==> src/rtl/id_ex_stage.sv <==
// id_ex_stage: ID/EX pipeline register with RAW hazard resolution (forwarding and load-use stall).
// Define ID_EX_BYPASS_EN to enable EX/MEM/WB forwarding; otherwise any EX/MEM dependency stalls.
module id_ex_stage #(
  parameter int DATA_W = 32,
  parameter int ADDR_W = 5,
  parameter int OP_W   = 4
) (
  input  logic              clk,
  input  logic              rst,
  input  logic              id_valid,
  input  logic [DATA_W-1:0] id_pc,
  input  logic [ADDR_W-1:0] id_rs_addr,
  input  logic [ADDR_W-1:0] id_rt_addr,
  input  logic              id_use_rs,
  input  logic              id_use_rt,
  input  logic [DATA_W-1:0] id_rs_data,
  input  logic [DATA_W-1:0] id_rt_data,
  input  logic [DATA_W-1:0] id_imm,
  input  logic [ADDR_W-1:0] id_dest,
  input  logic              id_write_reg,
  input  logic              id_mem_read,
  input  logic              id_mem_write,
  input  logic [OP_W-1:0]   id_alu_op,
  input  logic [DATA_W-1:0] ex_result,
  input  logic [ADDR_W-1:0] mem_dest,
  input  logic              mem_write_reg,
  input  logic              mem_mem_read,
  input  logic [DATA_W-1:0] mem_result,
  input  logic [ADDR_W-1:0] wb_dest,
  input  logic              wb_write_reg,
  input  logic [DATA_W-1:0] wb_data,
  input  logic              flush,
  output logic              stall,
  output logic              ex_valid,
  output logic [DATA_W-1:0] ex_pc,
  output logic [DATA_W-1:0] ex_rs_data,
  output logic [DATA_W-1:0] ex_rt_data,
  output logic [DATA_W-1:0] ex_imm,
  output logic [ADDR_W-1:0] ex_dest,
  output logic              ex_write_reg,
  output logic              ex_mem_read,
  output logic              ex_mem_write,
  output logic [OP_W-1:0]   ex_alu_op
);
  logic w_live_rs, w_live_rt, w_ex_rs, w_ex_rt, w_mem_rs, w_mem_rt, w_hazard, w_bubble;
  logic [DATA_W-1:0] w_rs_data, w_rt_data;
`ifndef ID_EX_BYPASS_EN
  logic w_unused;
  assign w_unused = ^{ex_result, mem_result, wb_dest, wb_write_reg, wb_data};
`endif
  always_comb begin
    w_live_rs = id_valid && id_use_rs && (id_rs_addr != '0);
    w_live_rt = id_valid && id_use_rt && (id_rt_addr != '0);
    w_ex_rs   = w_live_rs && ex_valid && ex_write_reg && (id_rs_addr == ex_dest);
    w_ex_rt   = w_live_rt && ex_valid && ex_write_reg && (id_rt_addr == ex_dest);
    w_mem_rs  = w_live_rs && mem_write_reg && (id_rs_addr == mem_dest);
    w_mem_rt  = w_live_rt && mem_write_reg && (id_rt_addr == mem_dest);
`ifdef ID_EX_BYPASS_EN
    w_hazard  = ((w_ex_rs || w_ex_rt) && ex_mem_read) || ((w_mem_rs || w_mem_rt) && mem_mem_read);
    w_rs_data = (id_use_rs && id_rs_addr == '0) ? '0 : w_ex_rs ? ex_result : w_mem_rs ? mem_result :
                (w_live_rs && wb_write_reg && id_rs_addr == wb_dest) ? wb_data : id_rs_data;
    w_rt_data = (id_use_rt && id_rt_addr == '0) ? '0 : w_ex_rt ? ex_result : w_mem_rt ? mem_result :
                (w_live_rt && wb_write_reg && id_rt_addr == wb_dest) ? wb_data : id_rt_data;
`else
    // WB producers are covered by the register file's write-through, so only EX/MEM stall
    w_hazard  = w_ex_rs || w_ex_rt || w_mem_rs || w_mem_rt;
    w_rs_data = (id_use_rs && id_rs_addr == '0) ? '0 : id_rs_data;
    w_rt_data = (id_use_rt && id_rt_addr == '0) ? '0 : id_rt_data;
`endif
    stall     = w_hazard && !flush && !rst;
    w_bubble  = flush || stall;
  end
  always_ff @(posedge clk or posedge rst) begin
    if (rst) begin
      ex_valid     <= 1'b0;
      ex_pc        <= '0;
      ex_rs_data   <= '0;
      ex_rt_data   <= '0;
      ex_imm       <= '0;
      ex_dest      <= '0;
      ex_write_reg <= 1'b0;
      ex_mem_read  <= 1'b0;
      ex_mem_write <= 1'b0;
      ex_alu_op    <= '0;
    end else begin
      ex_valid     <= !w_bubble && id_valid;
      ex_pc        <= w_bubble ? '0 : id_pc;
      ex_rs_data   <= w_bubble ? '0 : w_rs_data;
      ex_rt_data   <= w_bubble ? '0 : w_rt_data;
      ex_imm       <= w_bubble ? '0 : id_imm;
      ex_dest      <= w_bubble ? '0 : id_dest;
      ex_write_reg <= !w_bubble && id_write_reg;
      ex_mem_read  <= !w_bubble && id_mem_read;
      ex_mem_write <= !w_bubble && id_mem_write;
      ex_alu_op    <= w_bubble ? '0 : id_alu_op;
    end
  end
endmodule
==> config.mk <==
export PLATFORM = sky130hd
export DESIGN_NAME = id_ex_stage
export DESIGN_NICKNAME = d
export VERILOG_FILES = /design/src/rtl/id_ex_stage.sv
export SDC_FILE = /design/constraint.sdc
export NUM_CORES = 1
export LEC_CHECK = 0
export ABC_AREA = 1
export BUFFER_PORTS_ARGS = -buffer_cell sky130_fd_sc_hd__buf_4
export CAP_MARGIN = 5
export CORE_AREA = 2 2 157 159
export CTS_BUF_LIST = sky130_fd_sc_hd__clkbuf_4
export CTS_CLUSTER_SIZE = 20
export DETAILED_ROUTE_END_ITERATION = 6
export DIE_AREA = 0 0 159 161
export GPL_ROUTABILITY_DRIVEN = 0
export GPL_TIMING_DRIVEN = 1
export SETUP_SLACK_MARGIN = 0.3
export SYNTH_ARGS = -nofsm -noshare
export SYNTH_HDL_FRONTEND = slang
export SYNTH_SLANG_ARGS = --single-unit
==> constraint.sdc <==
create_clock -name clk -period 5.97 [get_ports clk]
set_input_delay 1.194 -clock clk [delete_from_list [all_inputs] [get_ports clk]]
set_output_delay 1.194 -clock clk [all_outputs]
set_load 0.01 [all_outputs]
After elaboration in Yosys (flattened, before gate mapping)

Index checks and enable logic that the tools add are counted.

Register bits: 141
Bits in writable memories: 0
Input bits: 265
Latch bits: 0
Output and inout bits: 142
Logic and storage cells: 55
Memories: 0
Memory bits (read-only): 0

Multipliers: 0
Bitwise logic cells: 0
Reduce and logical (&&, ||, !) cells: 33
Multiplexer cells: 8
Divide/modulo/power cells: 0
Add/sub/neg operators: 0
Equal/unequal tests: 4
Magnitude comparators: 0
Shift-type cells: 0

Operators with widths:

| kind                | number |
|---|---|
| $mux W32            | 6 |
| $logic_and A1 B1 Y1 | 22 |
| $eq A5 B5 Y1        | 4 |
| $logic_not A5 Y1    | 2 |
| $reduce_bool A5 Y1  | 2 |
| $mux W5             | 1 |
| $logic_or A1 B1 Y1  | 4 |
| $mux W4             | 1 |
| $logic_not A1 Y1    | 3 |

Depth between registers and ports, before layout

Gate-level depths: netlist (run 1).

Depth after elaboration: 13
Gate-level depth with buffers: 15
Mapped depth without buffers: 13

Worst setup path before layout (run 1)

Ideal clock, no wire load.

Path type: input-to-output
Start point: input id_rt_addr[0]
End point: output stall
Arrival: 1.826 ns
Slack: 2.950 ns
Data required time: 4.776 ns
Cell stages on the path: 12
Buffers on the path: 0
Cell sequence: inv_1 nand2_1 nand2_1 clkinv_1 nand3_1 nor2_1 nand2_1 nand2_1 nand2_1 nand2_1 nand2_1 inv_1

Word-level cells in the longest chain between the ends: 10
Elaborated cells on any way between the ends: 14
Those cells by class: eq/ne (2); reduce/logical (12)

Ends and longest elaborated chain:

| element                               | RTL line | source |
|---|---|---|
| start: declaration                    | 13       | `input logic [ADDR_W-1:0] id_rt_addr,` |
| $reduce_bool A5 Y1                    | 53       | `w_live_rt = id_valid && id_use_rt && (id_rt_addr != '0);` |
| $logic_and A1 B1 Y1                   | 53       |  |
| $logic_and A1 B1 Y1 (3 in series)     | 55       | `w_ex_rt = w_live_rt && ex_valid && ex_write_reg && (id_rt_addr == ex_dest);` |
| $logic_or A1 B1 Y1 (2 in series)      | 66       | `w_hazard = w_ex_rs \|\| w_ex_rt \|\| w_mem_rs \|\| w_mem_rt;` |
| $logic_or A1 B1 Y1 (*)                | 66       |  |
| $logic_and A1 B1 Y1 (*) (2 in series) | 70       | `stall = w_hazard && !flush && !rst;` |
| end: declaration                      | 33       | `output logic stall,` |

Every way passes the cells marked *; elsewhere a longest branch is shown, timed or not.

Worst setup path in the final report (run 1)

Start point: input id_rt_addr[1]
End point: output stall

The elaborated chain is that of the path after synthesis.

==> summary.txt, run 1 <==
Routing
  – Top Metal Used: met4
  – WL final: 15.6 mm
  – Post-route DRC: 0
  – Vias: 4,384
  – Initial drt markers: 207
  – DR WL met3: 1.44 mm
  – 1st-pass router iterations: 4
  – Antenna viol nets, final: 0
  – Routed met2 length: 7.44 mm
  – Vias per std cell: 3.69
  – Routed len/inst: 13.1 um
  – Met1 WL: 6.46 mm

Floorplanning
  – Io pins: 407
  – Die ar.: 25,600 um^2
  – Rows: 57
  – Die width: 159 um
  – Core footprint: 24,000 um^2
  – Starting density of the core: 22.7%
  – Die outline height: 161 um

Synth
  – Syn Area/Cell: 10.0 um^2
  – Main synth FF type: dfrtp_1
  – Post-Syn Area: 5450 um^2
  – Netlist cell types: 19
  – Top cells by area, synth: dfrtp_1 (65%), nor2_2 (10%), nand2_1 (7.4%)
  – Synth top area share: 64.7%
  – Count leader, synth: dfrtp_1
  – Yosys Warn Count: 0
  – Synthesized instance count: 545
  – Synth async-reset ratio: 100%
  – Sequential share of the synthesized area: 64.7%
  – Top cells by count, synth: dfrtp_1 (141), nand2_1 (107), inv_1 (101)
  – Post-synth EDFFs: 0
  – Number of synthesized register bits: 141
  – Leading area contributor after synthesis: dfrtp_1
  – Synthesized net count: 810

Setup path
  – Setup crit end kind: output pin
  – Startpoint Class: input port
  – Critical Path RT: 4.78 ns
  – Critical path arrival: 2.31 ns
  – Setup CP Type: input port to output pin
  – Max Fanout on Critical Path: 5

GRT
  – Largest net degree at the start of global routing: 87
  – First-pass GRT wire length: 24.6 mm
  – All-layer global routing usage: 12.4%
  – Vias in the first global route: 4,535
  – Initial antenna violation count: 0
  – Total gr overflow: 0

Final layout
  – Layout Nets: 1,116
  – Layout cells sized above 1: 50.3%
  – Area Growth Syn to Fin: 52.7%
  – Final antenna diode count: 0
  – Fin util: 34.7%

STA
  – Fin. Hold Viols: 0
  – Max Slew Vio Count: 0
  – Tcrit/Tclk final: 58.8%
  – Worst-margin pin slew: 0.802 ns
  – Slew HR: 46.5%
  – Clock skew: 0.0283 ns
  – Setup TNS: 0 ns
  – Final setup fails: 0
  – FMAX: 285 MHz
  – RSZ-0062 raised after global routing: no
  – Min Tclk post-route: 3.51 ns

Clock tree
  – Worst-Skew Late Latency: 0.52 ns
  – H-tree levels: 4
  – Clock net sink count: 141
  – Hold buffers post-CTS: 0
  – # resized after CTS: 0
  – Maximum buffer depth of the clock tree: 2
  – CTS tree: built
  – Post-CTS Setup Bufs: 0
  – CTS buffer count: 17
  – Register clock-pin slew on the reported worst setup and hold paths: 0.14 ns
  – Root Buffer: clkbuf_4

Pwr
  – P_leak: 4.79 nW
  – P per Cell Area: 247 nW/um^2
  – Maximum vdd drop: 0.000109 V

Hold path
  – Worst min path class: input port to async pin

Place
  – DP HPWL: 11.3 mm
  – I/O Buffers: 303

Outcome
  – Status: finished clean

Job
  – Count of max-cap constraint violations: 0
==> critical path: stages <==
cell     delay (ns)
buf_4          0.13
nor2_1         0.11
nand4_1        0.13
nand2_1        0.09
inv_1          0.05
nand3_1        0.07
nand2_1        0.07
nand2_1        0.06
nand2_1        0.04
nand2_1        0.16
inv_1          0.06
buf_4          0.14
==> cell families after synthesis <==
family	after synthesis	synth area share, %
and+or+nand+nor	265	22.6
AOI/OAI and AO/OA	4	0.390
buffers and inverters	126	10.8
xor gates and xnor gates	9	1.45
DFF	141	64.7
==> power breakdown <==
| part | leakage (nW) | internal, mW | total, mW | switching (mW) |
|---|---|---|---|---|
| Sequential | 1.82 | 1.00 | 1.02 | 0.0155 |
| Combinational | 2.79 | 0.164 | 0.316 | 0.152 |
| Clock | 0.178 | 0.346 | 0.722 | 0.376 |
==> through the flow <==
step                      instance area, um^2  hold WS, ns  std cells  setup slack, ns  power (mW)
final                                    8320        0.777       1188             2.46        2.06
after global routing                     8320        0.778       1188             2.33        2.18
after CTS                                8320        0.774       1188             2.46        2.11
after detailed placement                 7990         1.33       1156             2.46        1.36
after global placement                   7990         1.30       1156             2.47        1.36
after floorplan                          5450        0.975        545            0.995        1.18
==> layer usage <==
metal	global-route usage [%]	up-vias
li1	-	2152
met1	14.7	2018
met2	20.4	202
met3	5.42	12
met4	3.60	0
met5	0	-
==> path summary, 6_finish.rpt <==
path	startpoint	to	slack (ns)	cells past startpoint
max	id_rt_addr[1]	stall	2.46	12
min	rst	ex_pc[7]	0.78	2
max reg2reg	ex_dest[0]	ex_rs_data[10]	3.49	11
min reg2reg	ex_valid	ex_pc[7]	1.29	7
max in group asynchronous	rst	ex_pc[20]	3.82	3
min in group clk	id_pc[4]	ex_pc[4]	0.87	3
==> layout by cell type, fill, tap and decap left out <==
cell        Yosys  layout
o21ai_0         1       1
nand2_1       107     107
dfrtp_1       141     141
clkinv_2        0       3
xor2_1          3       3
inv_6           0       4
inv_1         101     100
nand4_1         2       2
nor2_1         60      60
nor2_2         90      90
buf_4           0     308
bufinv_16       0       4
inv_2           3       3
clkinvlp_4      0       1
nand2_8         0       1
xnor2_1         6       6
clkinv_1        1       1
o22ai_1         1       1
nand3_1         5       5
clkinv_4        0       2
clkbuf_4        0      19
a21oi_1         2       2
==> final cells by class <==
cell class              count  area (um^2)
fillers                  2534        15600
inverters                 105          399
repair buffers            308         2310
multi-input cells         278         1350
clock buffers              19          143
well taps                 324          405
flip-flops and latches    141         3530
clock inverters            13          186
Note: power is estimated with default switching activity, not from simulation.
==> run 2: changes to the inputs <==
ABC_AREA = 0   (was 1)
CORE_AREA = 2 2 156 158   (was 2 2 157 159)
DIE_AREA = 0 0 158 160   (was 0 0 159 161)
clock period = 3.5 ns   (was 5.97 ns; I/O delays follow)
==> run 2 against run 1 <==
Via count is 16% lower; clock-buffer cell count unchanged; combinational power up 52%; setup slack got worse by 1.8 ns; first-iteration DRC count shrank 12%; sequential cell count unchanged; non-clock buffer count stayed put; critical path depth decreased by 7; wire length fell by 8.5%; final cell count is 16% lower; sequential share of layout area increased by 2.9 points; utilization is 2.0 points lower.
==> summary.txt, run 2 <==
Setup path
  – Worst path max stage delay: 0.50 ns (was 0.16 ns)
  – Setup crit end kind: output pin (unchanged)
  – Buf+Inv Stages, Crit Path: 1 (was 4)
  – CP top delay family: simple AND/OR/NAND/NOR gates (unchanged)
  – Critical Path RT: 2.80 ns (was 4.78 ns)
  – Max Fanout on Critical Path: 3 (was 5)
  – Crit-path slowest cell: or4_1 (was nand2_1)
  – Crit path cell chain: xnor2_1 -> nand4_1 -> or4_1 -> a31oi_1 -> buf_4 (was buf_4 -> nor2_1 -> nand4_1 -> nand2_1 -> inv_1 -> nand3_1 -> nand2_1 -> nand2_1 -> nand2_1 -> nand2_1 -> inv_1 -> buf_4)
  – Startpoint Class: flop (was input port)
  – Setup CP Type: flop to output pin (was input port to output pin)
  – Critical path arrival: 2.13 ns (was 2.31 ns)

Routing
  – WL final: 14.2 mm (was 15.6 mm)
  – Vias per std cell: 3.70 (was 3.69)
  – Routed len/inst: 14.3 um (was 13.1 um)
  – Antenna viol nets, final: 0 (unchanged)
  – Post-route DRC: 0 (unchanged)
  – 1st-pass router iterations: 4 (unchanged)
  – Vias: 3,673 (was 4,384)
  – Initial drt markers: 183 (was 207)

Synth
  – Netlist cell types: 27 (was 19)
  – Sequential share of the synthesized area: 72.4% (was 64.7%)
  – Synthesized instance count: 349 (was 545)
  – Main synth FF type: dfrtp_1 (unchanged)
  – Post-synth EDFFs: 0 (unchanged)
  – Number of synthesized register bits: 141 (unchanged)
  – Leading area contributor after synthesis: dfrtp_1 (unchanged)
  – Synth async-reset ratio: 100% (unchanged)
  – Synth top area share: 72.4% (was 64.7%)
  – Synthesized net count: 614 (was 810)
  – Syn Area/Cell: 14.0 um^2 (was 10.0 um^2)
  – Post-Syn Area: 4870 um^2 (was 5450 um^2)
  – Top cells by count, synth: dfrtp_1 (141), and2_1 (77), and3_1 (64) (was dfrtp_1 (141), nand2_1 (107), inv_1 (101))
  – Count leader, synth: dfrtp_1 (unchanged)
  – Top cells by area, synth: dfrtp_1 (72%), and2_1 (9.9%), and3_1 (8.2%) (was dfrtp_1 (65%), nor2_2 (10%), nand2_1 (7.4%))
  – Yosys Warn Count: 0 (unchanged)

Floorplanning
  – Die ar.: 25,300 um^2 (was 25,600 um^2)
  – Die outline height: 160 um (was 161 um)
  – Rows: 57 (unchanged)
  – Die width: 158 um (was 159 um)
  – Core footprint: 23,800 um^2 (was 24,000 um^2)
  – Starting density of the core: 20.5% (was 22.7%)
  – Io pins: 407 (unchanged)

Hold path
  – Worst min path class: input port to async pin (unchanged)

GRT
  – Vias in the first global route: 3,888 (was 4,535)
  – Total gr overflow: 0 (unchanged)
  – Largest net degree at the start of global routing: 76 (was 87)
  – Initial antenna violation count: 1 (was 0)
  – All-layer global routing usage: 11.2% (was 12.4%)
  – First-pass GRT wire length: 21.6 mm (was 24.6 mm)

Final layout
  – Final std cells w/o fill: 992 (was 1,188)
  – Multi-input gate area: 1240 um^2 (was 1350 um^2)
  – Register area: 3530 um^2 (unchanged)
  – Layout cells sized above 1: 51.1% (was 50.3%)
  – Area Growth Syn to Fin: 60.0% (was 52.7%)
  – Layout Nets: 920 (was 1,116)
  – Commonest non-fill, non-tap cell in the layout: buf_4 (unchanged)
  – Most frequent cells in the layout: buf_4 (305), dfrtp_1 (141), and2_1 (77), and3_1 (64), clkbuf_4 (19) (was buf_4 (308), dfrtp_1 (141), nand2_1 (107), inv_1 (100), nor2_2 (90))
  – Fill cells: 2,449 (was 2,534)

Clock tree
  – Clock net sink count: 141 (unchanged)
  – # resized after CTS: 0 (unchanged)
  – Hold buffers post-CTS: 0 (unchanged)
  – Maximum buffer depth of the clock tree: 2 (unchanged)
  – Root Buffer: clkbuf_4 (unchanged)
  – Worst-Skew Late Latency: 0.52 ns (about the same)
  – CTS tree: built (unchanged)
  – H-tree levels: 4 (unchanged)
  – Register clock-pin slew on the reported worst setup and hold paths: 0.13 ns (was 0.14 ns)
  – Post-CTS Setup Bufs: 0 (unchanged)
  – CTS buffer count: 17 (unchanged)

STA
  – Setup TNS: 0 ns (unchanged)
  – Worst-margin pin slew: 0.865 ns (was 0.802 ns)
  – Max Slew Vio Count: 0 (unchanged)
  – Tcrit/Tclk final: 80.8%
  – Clock skew: 0.0206 ns (was 0.0283 ns)
  – RSZ-0062 raised after global routing: no (unchanged)
  – Min Tclk post-route: 2.83 ns
  – FMAX: 354 MHz
  – Fin. Hold Viols: 0 (unchanged)
  – Final setup fails: 0 (unchanged)
  – Slew HR: 42.2% (was 46.5%)

Place
  – Placed cells: 960 (was 1,156)
  – DP HPWL: 10.5 mm (was 11.3 mm)
  – I/O Buffers: 303 (unchanged)

Outcome
  – Status: finished clean (unchanged)

Pwr
  – P per Cell Area: 416 nW/um^2 (was 247 nW/um^2)
  – Maximum vdd drop: 0.000179 V (was 0.000109 V)
  – P_leak: 4.16 nW (was 4.79 nW)

Job
  – Count of max-cap constraint violations: 0 (unchanged)
run 2: changes by cell type in the layout (fill, tap and decap cells not counted), moves of 3 or more:
cell	before	now
buf_4	308	305
and2_1	0	77
inv_2	3	0
nor2_1	60	3
inv_6	4	0
nor2_2	90	0
xor2_1	3	14
and3_1	0	64
nand3_1	5	1
nand2_1	107	3
inv_1	100	0
nor4_1	0	4
buf_12	0	3
run 2: cell families after synthesis:
family	share of synthesized area [%]
XOR/XNOR	3.60
buffers and inverters	2.18
flip-flops	72.4
AO/OA/AOI/OAI	1.36
AND/OR/NAND/NOR	20.4
run 2: routing by layer:
layer | vias up | wire, um | track usage (%)
li1 | 1750 | - | -
met1 | 1741 | 5460 | 12.7
met2 | 167 | 7320 | 19.0
met3 | 15 | 1250 | 4.29
met4 | 0 | 203 | 4.18
met5 | - | 0 | 0
run 2: metrics by stage:
step	hold slack [ns]	instance area, um^2	util (%)	total power, mW	setup WS, ns
CTS	0.242	7790	32.7	3.32	0.609
global route	0.236	7800	32.7	3.42	0.498
global placement	0.854	7530	31.6	2.26	0.663
finish	0.274	7800	32.7	3.24	0.672
floorplan	0.829	4880	-	1.94	0.996
detailed placement	0.872	7530	31.6	2.26	0.675
run 2: area by class of cell:
type / instances / share of cell area [%]
Timing Repair Buffer: 308 / 30.1
Clock inverter: 12 / 1.59
Sequential cell: 141 / 45.3
Antenna cell: 1 / 0.0321
Multi-Input combinational cell: 186 / 15.9
Inverter: 1 / 0.0963
Clock buffer: 19 / 1.83
Tap cell: 324 / 5.20
run 2: path summary, 6_finish.rpt:
| path | start | end | slack [ns] | cells past startpoint |
|---|---|---|---|---|
| worst max-delay path | ex_dest[0] | stall | 0.67 | 5 |
| worst min-delay path | rst | ex_dest[0] | 0.27 | 3 |
| worst max register to register | ex_dest[0] | ex_rs_data[1] | 1.45 | 6 |
| worst min register to register | ex_dest[1] | ex_rt_data[24] | 1.31 | 6 |
| max in group asynchronous | rst | ex_pc[20] | 2.41 | 3 |
| min in group clk | id_imm[19] | ex_imm[19] | 0.37 | 2 |
run 2: report_power, final:
group,leakage (nW),switching (mW),total [mW],internal [mW]
registers,1.82,0.0265,1.74,1.71
logic,2.19,0.200,0.480,0.280
clock network,0.143,0.594,1.02,0.430
run 2: worst reg2reg max path: cells and delay by family, from the launching register on:
family          cells  cell delay (ns)
xor+xnor            1             0.19
simple gates        2             0.32
buf+inv             1             0.29
flops               1             0.46
compound gates      2             0.72
==> run 3: changes to the inputs <==
clock period = 2.95 ns   (was 3.5 ns; I/O delays follow)
==> run 3 against run 2 <==
Total power rose by 29%; non-clock buffer count rose by 12; sequential power rose by 18%; utilization rose by 0.84 points; clock skew barely moved; worst hold slack got worse by 0.11 ns; register-to-register slack got worse by 1.1 ns; sequential share of layout area fell by 1.1 points; die area did not move; sequential cell count did not move; final cell count rose by 1.3%; via count rose by 3.3%.
==> summary.txt, run 3 (synthesis results as in run 2) <==
STA
  – Fin. Hold Viols: 0 (unchanged)
  – Setup TNS: 0 ns (unchanged)
  – Max Slew Vio Count: 0 (unchanged)
  – Worst-margin pin slew: 0.863 ns (was 0.865 ns)
  – Final setup fails: 0 (unchanged)
  – RSZ-0062 raised after global routing: yes (was no)
  – Min Tclk post-route: 2.62 ns
  – Worst setup margin: 0.330 ns (was 0.672 ns)
  – Slew HR: 42.5% (was 42.2%)
  – Min Hold Slack: 0.162 ns (was 0.274 ns)
  – Tcrit/Tclk final: 88.8%
  – Clock skew: 0.0207 ns (was 0.0206 ns)
  – FMAX: 382 MHz

Clock tree
  – Hold buffers post-CTS: 0 (unchanged)
  – Root Buffer: clkbuf_4 (unchanged)
  – Maximum buffer depth of the clock tree: 2 (unchanged)
  – Clock net sink count: 141 (unchanged)
  – Register clock-pin slew on the reported worst setup and hold paths: 0.13 ns (about the same)
  – CTS buffer count: 17 (unchanged)
  – CTS tree: built (unchanged)
  – Worst-Skew Late Latency: 0.53 ns (was 0.52 ns)
  – H-tree levels: 4 (unchanged)

Final layout
  – Layout Nets: 932 (was 920)
  – Final std cells w/o fill: 1,005 (was 992)
  – Commonest non-fill, non-tap cell in the layout: buf_4 (unchanged)
  – Most frequent cells in the layout: buf_4 (317), dfrtp_1 (140), and2_1 (77), and3_1 (64), clkbuf_4 (17) (was buf_4 (305), dfrtp_1 (141), and2_1 (77), and3_1 (64), clkbuf_4 (19))
  – Fill cells: 2,462 (was 2,449)
  – Design area: 8000 um^2 (was 7800 um^2)
  – Multi-input gate area: 1250 um^2 (was 1240 um^2)
  – Register area: 3530 um^2 (about the same)
  – Area Growth Syn to Fin: 64.1% (was 60.0%)
  – Layout cells sized above 1: 52.9% (was 51.1%)
  – Fin util: 33.6% (was 32.7%)

Setup path
  – Buf+Inv Stages, Crit Path: 8 (was 1)
  – Startpoint Class: flop (unchanged)
  – Worst path max stage delay: 0.46 ns (was 0.50 ns)
  – CP top delay family: buffers and inverters (was simple AND/OR/NAND/NOR gates)
  – Crit-path slowest cell: dfrtp_2 (was or4_1)
  – Critical path arrival: 3.03 ns (was 2.13 ns)
  – Setup CP Type: flop to flop (was flop to output pin)
  – Max Fanout on Critical Path: 70 (was 3)
  – CP most frequent cell: buf_4
  – Critical Path RT: 3.36 ns (was 2.80 ns)
  – Setup crit end kind: flop (was output pin)
  – Crit path cell chain: xnor2_1 -> nand4_1 -> buf_4 -> buf_4 -> buf_4 -> buf_4 -> buf_4 -> buf_4 -> buf_4 -> nor4_2 -> a2111oi_4 -> buf_12 -> and2_1 (was xnor2_1 -> nand4_1 -> or4_1 -> a31oi_1 -> buf_4)

Floorplanning
  – Starting density of the core: 20.5% (unchanged)
  – Core footprint: 23,800 um^2 (unchanged)
  – Die width: 158 um (unchanged)
  – Rows: 57 (unchanged)
  – Die ar.: 25,300 um^2 (unchanged)
  – Die outline height: 160 um (unchanged)
  – Io pins: 407 (unchanged)

Routing
  – 1st-pass router iterations: 4 (unchanged)
  – Vias per std cell: 3.78 (was 3.70)
  – WL final: 14.3 mm (was 14.2 mm)
  – Vias: 3,795 (was 3,673)
  – Post-route DRC: 0 (unchanged)
  – Routed len/inst: 14.3 um (about the same)
  – Initial drt markers: 208 (was 183)
  – Antenna viol nets, final: 0 (unchanged)

Place
  – Post-Place Worst Slack: 0.217 ns (was 0.675 ns)
  – DP HPWL: 10.7 mm (was 10.5 mm)
  – DP Area: 7540 um^2 (was 7530 um^2)
  – I/O Buffers: 303 (unchanged)
  – Placed cells: 962 (was 960)

GRT
  – First-pass GRT wire length: 22.0 mm (was 21.6 mm)
  – Total gr overflow: 0 (unchanged)
  – All-layer global routing usage: 11.4% (was 11.2%)
  – Initial antenna violation count: 1 (unchanged)
  – Vias in the first global route: 3,997 (was 3,888)
  – Largest net degree at the start of global routing: 75 (was 76)

Pwr
  – P_leak: 4.26 nW (was 4.16 nW)
  – P per Cell Area: 524 nW/um^2 (was 416 nW/um^2)
  – Switching share of total power: 24.9% (was 25.3%)
  – Sequential share of power: 49.3% (was 53.6%)
  – Clock power share: 36.8% (was 31.6%)
  – Logic pwr share: 13.9% (was 14.8%)
  – Switch Pwr: 1.04 mW (was 0.820 mW)
  – Pint: 3.15 mW (was 2.42 mW)
  – Total power draw: 4.19 mW (was 3.24 mW)
  – Maximum vdd drop: 0.000282 V (was 0.000179 V)

Outcome
  – Status: finished clean (unchanged)

Job
  – Count of max-cap constraint violations: 0 (unchanged)

Hold path
  – Worst min path class: input port to async pin (unchanged)
## run 3: area by class of cell
cell class	instances	area share [%]
Antenna cell	1	0.0313
Clock buffer	17	1.60
Clock inverter	15	2.93
Inverter	1	0.0939
Multi-Input combinational cell	186	15.6
Sequential cell	141	44.1
Tap cell	324	5.07
Timing Repair Buffer	320	30.5
## run 3: power by group through the flow
stage | Combinational (mW) | Sequential (mW) | Clock [mW]
finish | 0.582 | 2.06 | 1.54
global route | 0.638 | 2.08 | 1.69
CTS | 0.590 | 2.07 | 1.61
detailed placement | 0.581 | 2.10 | 0
global placement | 0.577 | 2.10 | 0
floorplan | 0.146 | 2.16 | 0
## run 3: worst paths after layout
kind	from	endpoint	slack, ns	cells past startpoint
setup / recovery	ex_dest[0]	ex_pc[11]	0.33	13
hold / removal	rst	ex_dest[1]	0.16	3
setup reg to reg	ex_dest[0]	ex_pc[11]	0.33	13
hold reg to reg	ex_dest[3]	ex_rt_data[4]	1.31	5
max in group asynchronous	rst	ex_pc[20]	1.97	3
min in group clk	id_pc[28]	ex_pc[28]	0.25	2
## run 3: worst reg2reg max path, stage by stage, from the launching register on
cell and delay (ns):
dfrtp_2 0.46, xnor2_1 0.16, nand4_1 0.13, buf_4 0.15, buf_4 0.12, buf_4 0.12
buf_4 0.12, buf_4 0.12, buf_4 0.12, buf_4 0.12, nor4_2 0.32, a2111oi_4 0.13
buf_12 0.20, and2_1 0.27
## run 3: repair_timing
item,CTS,global route
setup endpoints to repair,1,142
gates resized for setup,1,3
cloned,0,0
buffers inserted,8,2
pin swaps,8,1
## run 3: metal layers
layer	up-vias	global-route usage (%)	wire, um
met2	159	19.4	7440
li1	1778	-	-
met4	0	3.77	171
met5	-	0	0
met3	9	4.69	1280
met1	1849	12.9	5450
